## src/rtl/vip_reset_sequencer.sv

```systemverilog
`default_nettype none
// ============================================================================
// Module   : vip_reset_sequencer
// Purpose  : Sequences N_DOM reset domains from one clock. All domain resets
//            are asserted together and held for ASSERT_CYCLES. The domains are
//            then released one at a time in index order, GAP_CYCLES apart.
//            The same sequence runs after power-on and after any single-cycle
//            request from one of N_REQ requesters.
// Ports    : clock      - sequencer clock
//            reset      - asynchronous active-low reset
//            req        - per-requester single-cycle reset request
//            rst_out_n  - per-domain active-low reset (bit k = domain k)
//            busy       - high while any domain is held in reset
//            done       - one-cycle pulse when the last domain is released
//            cause      - requesters that triggered the current/last sequence
// Revision : 1.0 - initial release
// ============================================================================
module vip_reset_sequencer #(
  parameter int N_REQ         = 4,
  parameter int N_DOM         = 3,
  parameter int ASSERT_CYCLES = 16,
  parameter int GAP_CYCLES    = 4
) (
  input  logic             clock,
  input  logic             reset,
  input  logic [N_REQ-1:0] req,
  output logic [N_DOM-1:0] rst_out_n,
  output logic             busy,
  output logic             done,
  output logic [N_REQ-1:0] cause
);

  localparam logic [7:0] HOLD_LAST = 8'(ASSERT_CYCLES - 1);
  localparam logic [7:0] GAP_LAST  = 8'(GAP_CYCLES - 1);
  localparam logic [3:0] LAST_DOM  = 4'(N_DOM - 1);

  typedef enum logic [1:0] {
    ST_RESET   = 2'd0,
    ST_HOLD    = 2'd1,
    ST_RELEASE = 2'd2,
    ST_RUN     = 2'd3
  } state_t;

  state_t           state, state_nx;
  logic [7:0]       cnt, cnt_nx;
  logic [3:0]       idx, idx_nx;
  logic             sync_q;
  logic [N_DOM-1:0] rst_q, rst_nx;
  logic             busy_q, busy_nx;
  logic             done_q, done_nx;
  logic [N_REQ-1:0] cause_q, cause_nx;
  logic             any_req;

  assign any_req   = |req;
  assign rst_out_n = rst_q;
  assign busy      = busy_q;
  assign done      = done_q;
  assign cause     = cause_q;

  // Reset-release synchronizer: sync_q is the first stage and the state
  // register leaving ST_RESET acts as the second, so HOLD is entered on the
  // second clock edge after reset deasserts.
  always_ff @(posedge clock or negedge reset) begin
    if (!reset) begin
      sync_q  <= 1'b0;
      state   <= ST_RESET;
      cnt     <= 8'd0;
      idx     <= 4'd0;
      rst_q   <= '0;
      busy_q  <= 1'b1;
      done_q  <= 1'b0;
      cause_q <= '0;
    end else begin
      sync_q  <= 1'b1;
      state   <= state_nx;
      cnt     <= cnt_nx;
      idx     <= idx_nx;
      rst_q   <= rst_nx;
      busy_q  <= busy_nx;
      done_q  <= done_nx;
      cause_q <= cause_nx;
    end
  end

  always_comb begin
    state_nx = state;
    cnt_nx   = cnt;
    idx_nx   = idx;
    rst_nx   = rst_q;
    busy_nx  = busy_q;
    done_nx  = 1'b0;
    cause_nx = cause_q;

    case (state)
      ST_RESET: begin
        if (sync_q) begin
          state_nx = ST_HOLD;
          cnt_nx   = 8'd0;
          idx_nx   = 4'd0;
        end
      end

      ST_HOLD: begin
        if (any_req) begin
          // A request while holding simply restarts the hold period.
          cnt_nx   = 8'd0;
          cause_nx = cause_q | req;
        end else if (cnt == HOLD_LAST) begin
          rst_nx[0] = 1'b1;
          cnt_nx    = 8'd0;
          idx_nx    = 4'd1;
          if (N_DOM == 1) begin
            state_nx = ST_RUN;
            busy_nx  = 1'b0;
            done_nx  = 1'b1;
          end else begin
            state_nx = ST_RELEASE;
          end
        end else begin
          cnt_nx = cnt + 8'd1;
        end
      end

      ST_RELEASE: begin
        // Request takes priority over a release on the same edge, including
        // the release of the last domain.
        if (any_req) begin
          state_nx = ST_HOLD;
          cnt_nx   = 8'd0;
          idx_nx   = 4'd0;
          rst_nx   = '0;
          cause_nx = cause_q | req;
        end else if (cnt == GAP_LAST) begin
          for (int k = 0; k < N_DOM; k++) begin
            if (4'(k) == idx) begin
              rst_nx[k] = 1'b1;
            end
          end
          cnt_nx = 8'd0;
          idx_nx = idx + 4'd1;
          if (idx == LAST_DOM) begin
            state_nx = ST_RUN;
            busy_nx  = 1'b0;
            done_nx  = 1'b1;
          end
        end else begin
          cnt_nx = cnt + 8'd1;
        end
      end

      ST_RUN: begin
        if (any_req) begin
          state_nx = ST_HOLD;
          cnt_nx   = 8'd0;
          idx_nx   = 4'd0;
          rst_nx   = '0;
          busy_nx  = 1'b1;
          cause_nx = req;
        end
      end

      default: begin
        state_nx = ST_RESET;
      end
    endcase
  end

endmodule
`default_nettype wire
```

## config.mk

```make
export PLATFORM = sky130hd
export DESIGN_NAME = vip_reset_sequencer
export DESIGN_NICKNAME = d
export VERILOG_FILES = /design/src/rtl/vip_reset_sequencer.sv
export SDC_FILE = /design/constraint.sdc
export NUM_CORES = 1
export LEC_CHECK = 0
export ABC_AREA = 0
export CORE_AREA = 3 3 59 61
export CTS_CLUSTER_DIAMETER = 200
export DETAILED_ROUTE_END_ITERATION = 6
export DIE_AREA = 0 0 62 64
export DONT_BUFFER_PORTS = 1
export PLACE_DENSITY = 0.75
export SLEW_MARGIN = 5
export SYNTH_ARGS = -nofsm -noshare
export SYNTH_HDL_FRONTEND = slang
export SYNTH_SLANG_ARGS = --single-unit
export TNS_END_PERCENT = 30
```

## constraint.sdc

```tcl
create_clock -name clock -period 1.9 [get_ports clock]
set_input_delay 0.38 -clock clock [delete_from_list [all_inputs] [get_ports clock]]
set_output_delay 0.38 -clock clock [all_outputs]
set_load 0.05 [all_outputs]
```

==> impl_table.tex <==
\begin{tabular}{lr}
\hline
Metric & Value \\
\hline
\multicolumn{2}{l}{\textbf{Critical path}} \\
Worst setup SP type & flop \\
Largest fanout of any net on the critical path & 4 \\
Critical path class & flop to flop \\
Critical path endpoint category & flop \\
Critical path data arrival time & 2.28 ns \\
Worst endpoint required time & 2.12 ns \\
\multicolumn{2}{l}{\textbf{GRT}} \\
Combined global-route utilization of all metal layers & 22.6\% \\
Global routing met3 resource utilization & 3.43\% \\
Via count of the first global-routing pass & 1456 \\
Global routing usage on met1 & 31.0\% \\
Remaining global-route overflow & 0 \\
Pin count of the biggest net entering global routing & 25 \\
Global-route layer with the greatest usage & met2 \\
Global Route met2 Usage & 36.7\% \\
First-pass GRT wire length & 6820 um \\
Initial antenna violation count & 0 \\
\multicolumn{2}{l}{\textbf{Cells and area}} \\
Area delta synth->final & 34.6\% \\
Number of diodes added for antenna fixing & 0 \\
Share of post-route cells with drive strength above 1 & 35.9\% \\
Final non-filler cell total & 239 \\
Count of nets after finishing & 212 \\
\multicolumn{2}{l}{\textbf{Floorplanning}} \\
Die X-Extent & 62 um \\
Die Ht & 64 um \\
Initial Utilization & 49.1\% \\
Placeable Area & 0.00303 sq mm \\
Rows & 20 \\
Die Area & 0.00397 sq mm \\
Number of top-level pins & 15 \\
\multicolumn{2}{l}{\textbf{Yosys}} \\
Share of the synthesized area in the top cell type & 38.7\% \\
Synth area leader & sky130\_fd\_sc\_hd\_\_dfrtp\_1 \\
YS warnings & 0 \\
Post-synth EDFFs & 0 \\
Syn nets & 174 \\
Cell types occupying the most area after synthesis & sky130\_fd\_sc\_hd\_\_dfrtp\_1, sky130\_fd\_sc\_hd\_\_ha\_1, sky130\_fd\_sc\_hd\_\_o211ai\_1, sky130\_fd\_sc\_hd\_\_nand2\_1, sky130\_fd\_sc\_hd\_\_nand3\_1 \\
Proportion of synthesized chip area in sequential cells & 40.5\% \\
Netlist cell types & 48 \\
Synthesis-stage register bit count & 24 \\
Synth Flop Type & sky130\_fd\_sc\_hd\_\_dfrtp\_1 \\
Number of standard cells after synthesis & 158 \\
Mean area per synthesized cell & 9.42 sq um \\
Async set-reset flop share out of synthesis & 100\% \\
Synth Cell Area & 0.00149 sq mm \\
\multicolumn{2}{l}{\textbf{Clocking}} \\
Clock tree from TritonCTS & yes \\
Number of H-tree levels & 1 \\
Clock transition time at the flip-flop clock pins of the worst setup and hold paths & 0.14 ns \\
Root buffer cell & sky130\_fd\_sc\_hd\_\_clkbuf\_4 \\
Number of buffers created by CTS & 3 \\
Total clock sinks & 24 \\
Max Buffers Root-to-Sink & 2 \\
Clk\_lat worst skew & 0.32 ns \\
\multicolumn{2}{l}{\textbf{Detailed routing}} \\
First-pass iteration count of the detailed router & 4 \\
Total Wirelength & 4120 um \\
DRC violation total after the first TritonRoute iteration & 96 \\
Number of vias per cell after detailed routing & 6.08 \\
DRC violations left & 0 \\
Via count & 1454 \\
Residual antenna-violating net count after detailed routing & 0 \\
Wirelength per Cell & 17.2 um \\
\multicolumn{2}{l}{\textbf{STA}} \\
Worst clock skew & 0.00364 ns \\
Peak clock frequency supported by timing & 485 MHz \\
Actual transition at the worst max-transition pin & 0.523 ns \\
Final Critical Period & 2.06 ns \\
Relative max-transition margin & 65.2\% \\
RSZ-0062 raised after global routing & yes \\
Final sum of negative setup slack & -0.578 ns \\
Final number of setup-violating endpoints & 8 \\
Max Slew Vio Count & 0 \\
Final critical-path share of the clock period & 108\% \\
Worst path setup slack after routing & -0.161 ns \\
Count of final hold-check violations & 0 \\
\multicolumn{2}{l}{\textbf{Place}} \\
\# placed instances & 232 \\
Port Buffers & 0 \\
RD Place Congestion & 0.882 \\
Post-detail-place hpwl & 2850 um \\
Worst setup slack after placement & -0.205 ns \\
\multicolumn{2}{l}{\textbf{Outcome}} \\
Violations in the final reports & negative setup slack \\
Run status & complete, but fails checks \\
\multicolumn{2}{l}{\textbf{Pwr}} \\
Total chip power & 0.00230 W \\
Standby leakage power & 0.860 nW \\
IR Drop Worst-Case VDD & 0.966 mV \\
Power density normalized to cell area & 1150 mW/mm\^{}2 \\
\multicolumn{2}{l}{\textbf{Hold path}} \\
Type of the worst min-delay path & input port to flop \\
\multicolumn{2}{l}{\textbf{Job}} \\
Max\_cap viols & 0 \\
\hline
\end{tabular}
[power breakdown]
group | switching [W] | internal (W)
combinational | 0.000565 | 0.000544
sequential | 0.000230 | 0.000588
clock | 0.000163 | 0.000213
total | 0.000957 | 0.00135
[routing by layer]
metal | vias up | share of wire, % | wire [um]
met4 | 0 | 1.8 | 76
met2 | 69 | 50 | 2060
met5 | - | 0 | 0
li1 | 673 | - | -
met3 | 10 | 5.9 | 245
met1 | 702 | 42 | 1740
[stage by stage]
stage	utilization, %	cell area (sq um)	hold slack, ns
2_1_floorplan	-	1490	0.0844
3_3_place_gp	59.5	1800	0.0852
3_5_place_dp	59.5	1800	0.0853
4_1_cts	64.0	1940	0.194
5_1_grt	66.1	2000	0.196
6_report	66.1	2000	0.191
[cells by family after synthesis]
kind of cell / Yosys count / share of synthesized area (%)
simple gates: 67 / 25.2
compound gates: 41 / 20.0
flops: 24 / 40.5
buf+inv: 11 / 2.86
fa+ha+maj: 10 / 8.41
mux: 4 / 2.78
other cells: 1 / 0.252
[repair_timing]
action / in CTS / in global routing
hold endpoints to repair: 24 / 0
hold buffers: 2 / 0
setup endpoints to repair: 12 / 15
pin swaps: 3 / 1
buffers inserted: 1 / 0
gates resized for setup: 10 / 13
[cell usage in the layout, fill, tap and decap left out, types with 2 or more instances in the layout]
master                     Yosys  final
sky130_fd_sc_hd__nand2_1      17     17
sky130_fd_sc_hd__nand3_1       8      8
sky130_fd_sc_hd__a21oi_1       6      6
sky130_fd_sc_hd__a21o_1        2      2
sky130_fd_sc_hd__clkbuf_4      0      3
sky130_fd_sc_hd__inv_1         5      2
sky130_fd_sc_hd__nor3_1        7      7
sky130_fd_sc_hd__a211oi_2      1      2
sky130_fd_sc_hd__or4_1         3      2
sky130_fd_sc_hd__nor3b_1       3      2
sky130_fd_sc_hd__or4_4         1      2
sky130_fd_sc_hd__o41ai_2       0      2
sky130_fd_sc_hd__buf_4         0     37
sky130_fd_sc_hd__ha_1         10      7
sky130_fd_sc_hd__nor2_2        0      2
sky130_fd_sc_hd__or2_2         2      2
sky130_fd_sc_hd__or3_1         2      2
sky130_fd_sc_hd__o211ai_1     11     11
sky130_fd_sc_hd__nand4_1       2      2
sky130_fd_sc_hd__inv_2         0      3
sky130_fd_sc_hd__dfrtp_1      23     23
sky130_fd_sc_hd__nor2_1        8      6
sky130_fd_sc_hd__ha_4          0      2
sky130_fd_sc_hd__o21ai_0       5      5
sky130_fd_sc_hd__nor2b_1       3      2
sky130_fd_sc_hd__mux2i_1       3      3
[synth_stat cells (all sizes together) (2+ instances only)]
library cell,instances
nor3b,3
a21o,2
nor2,8
o21ai,6
and3,2
ha,10
a21oi,6
nand3,8
nor3,7
or2,2
clkbuf,4
or3,3
nand2,17
mux2i,3
nor4,2
a211oi,2
or3b,2
o211ai,11
inv,5
dfrtp,23
or4,4
buf,2
o41ai,4
nand4,2
nor2b,3
[flip-flops by register name, summed over array words and instances, names as in the netlist]
name,flops
cause,4
rst_out_n,3
busy,1
sync_q,1
done,1
cnt,8
state,2
idx,4
[path summary, 6_finish.rpt]
check | start | to | slack [ns] | depth (start not counted)
setup / recovery | cnt[4] | idx[0] | -0.16 | 4
hold / removal | req[3] | cause[3] | 0.19 | 2
setup reg to reg | cnt[4] | idx[0] | -0.16 | 4
hold reg to reg | idx[3] | idx[3] | 0.62 | 2
max in group asynchronous | reset | busy | 1.21 | 2
min in group asynchronous | reset | cnt[2] | 0.47 | 2
[critical path: stages (launching register included)]
cell and delay, ns:
sky130_fd_sc_hd__dfrtp_1 0.42, sky130_fd_sc_hd__or4_4 0.54, sky130_fd_sc_hd__o31a_1 0.31, sky130_fd_sc_hd__or3_4 0.38, sky130_fd_sc_hd__mux2_4 0.31
[layout make-up]
class | count | area (sq um)
fillers | 209 | 1030
multi-input cells | 123 | 966
flip-flops and latches | 24 | 602
repair buffers | 39 | 308
well taps | 44 | 55.1
clock inverters | 1 | 30.0
clock buffers | 3 | 22.5
inverters | 5 | 18.8
Note: power is estimated with default switching activity, not from simulation.
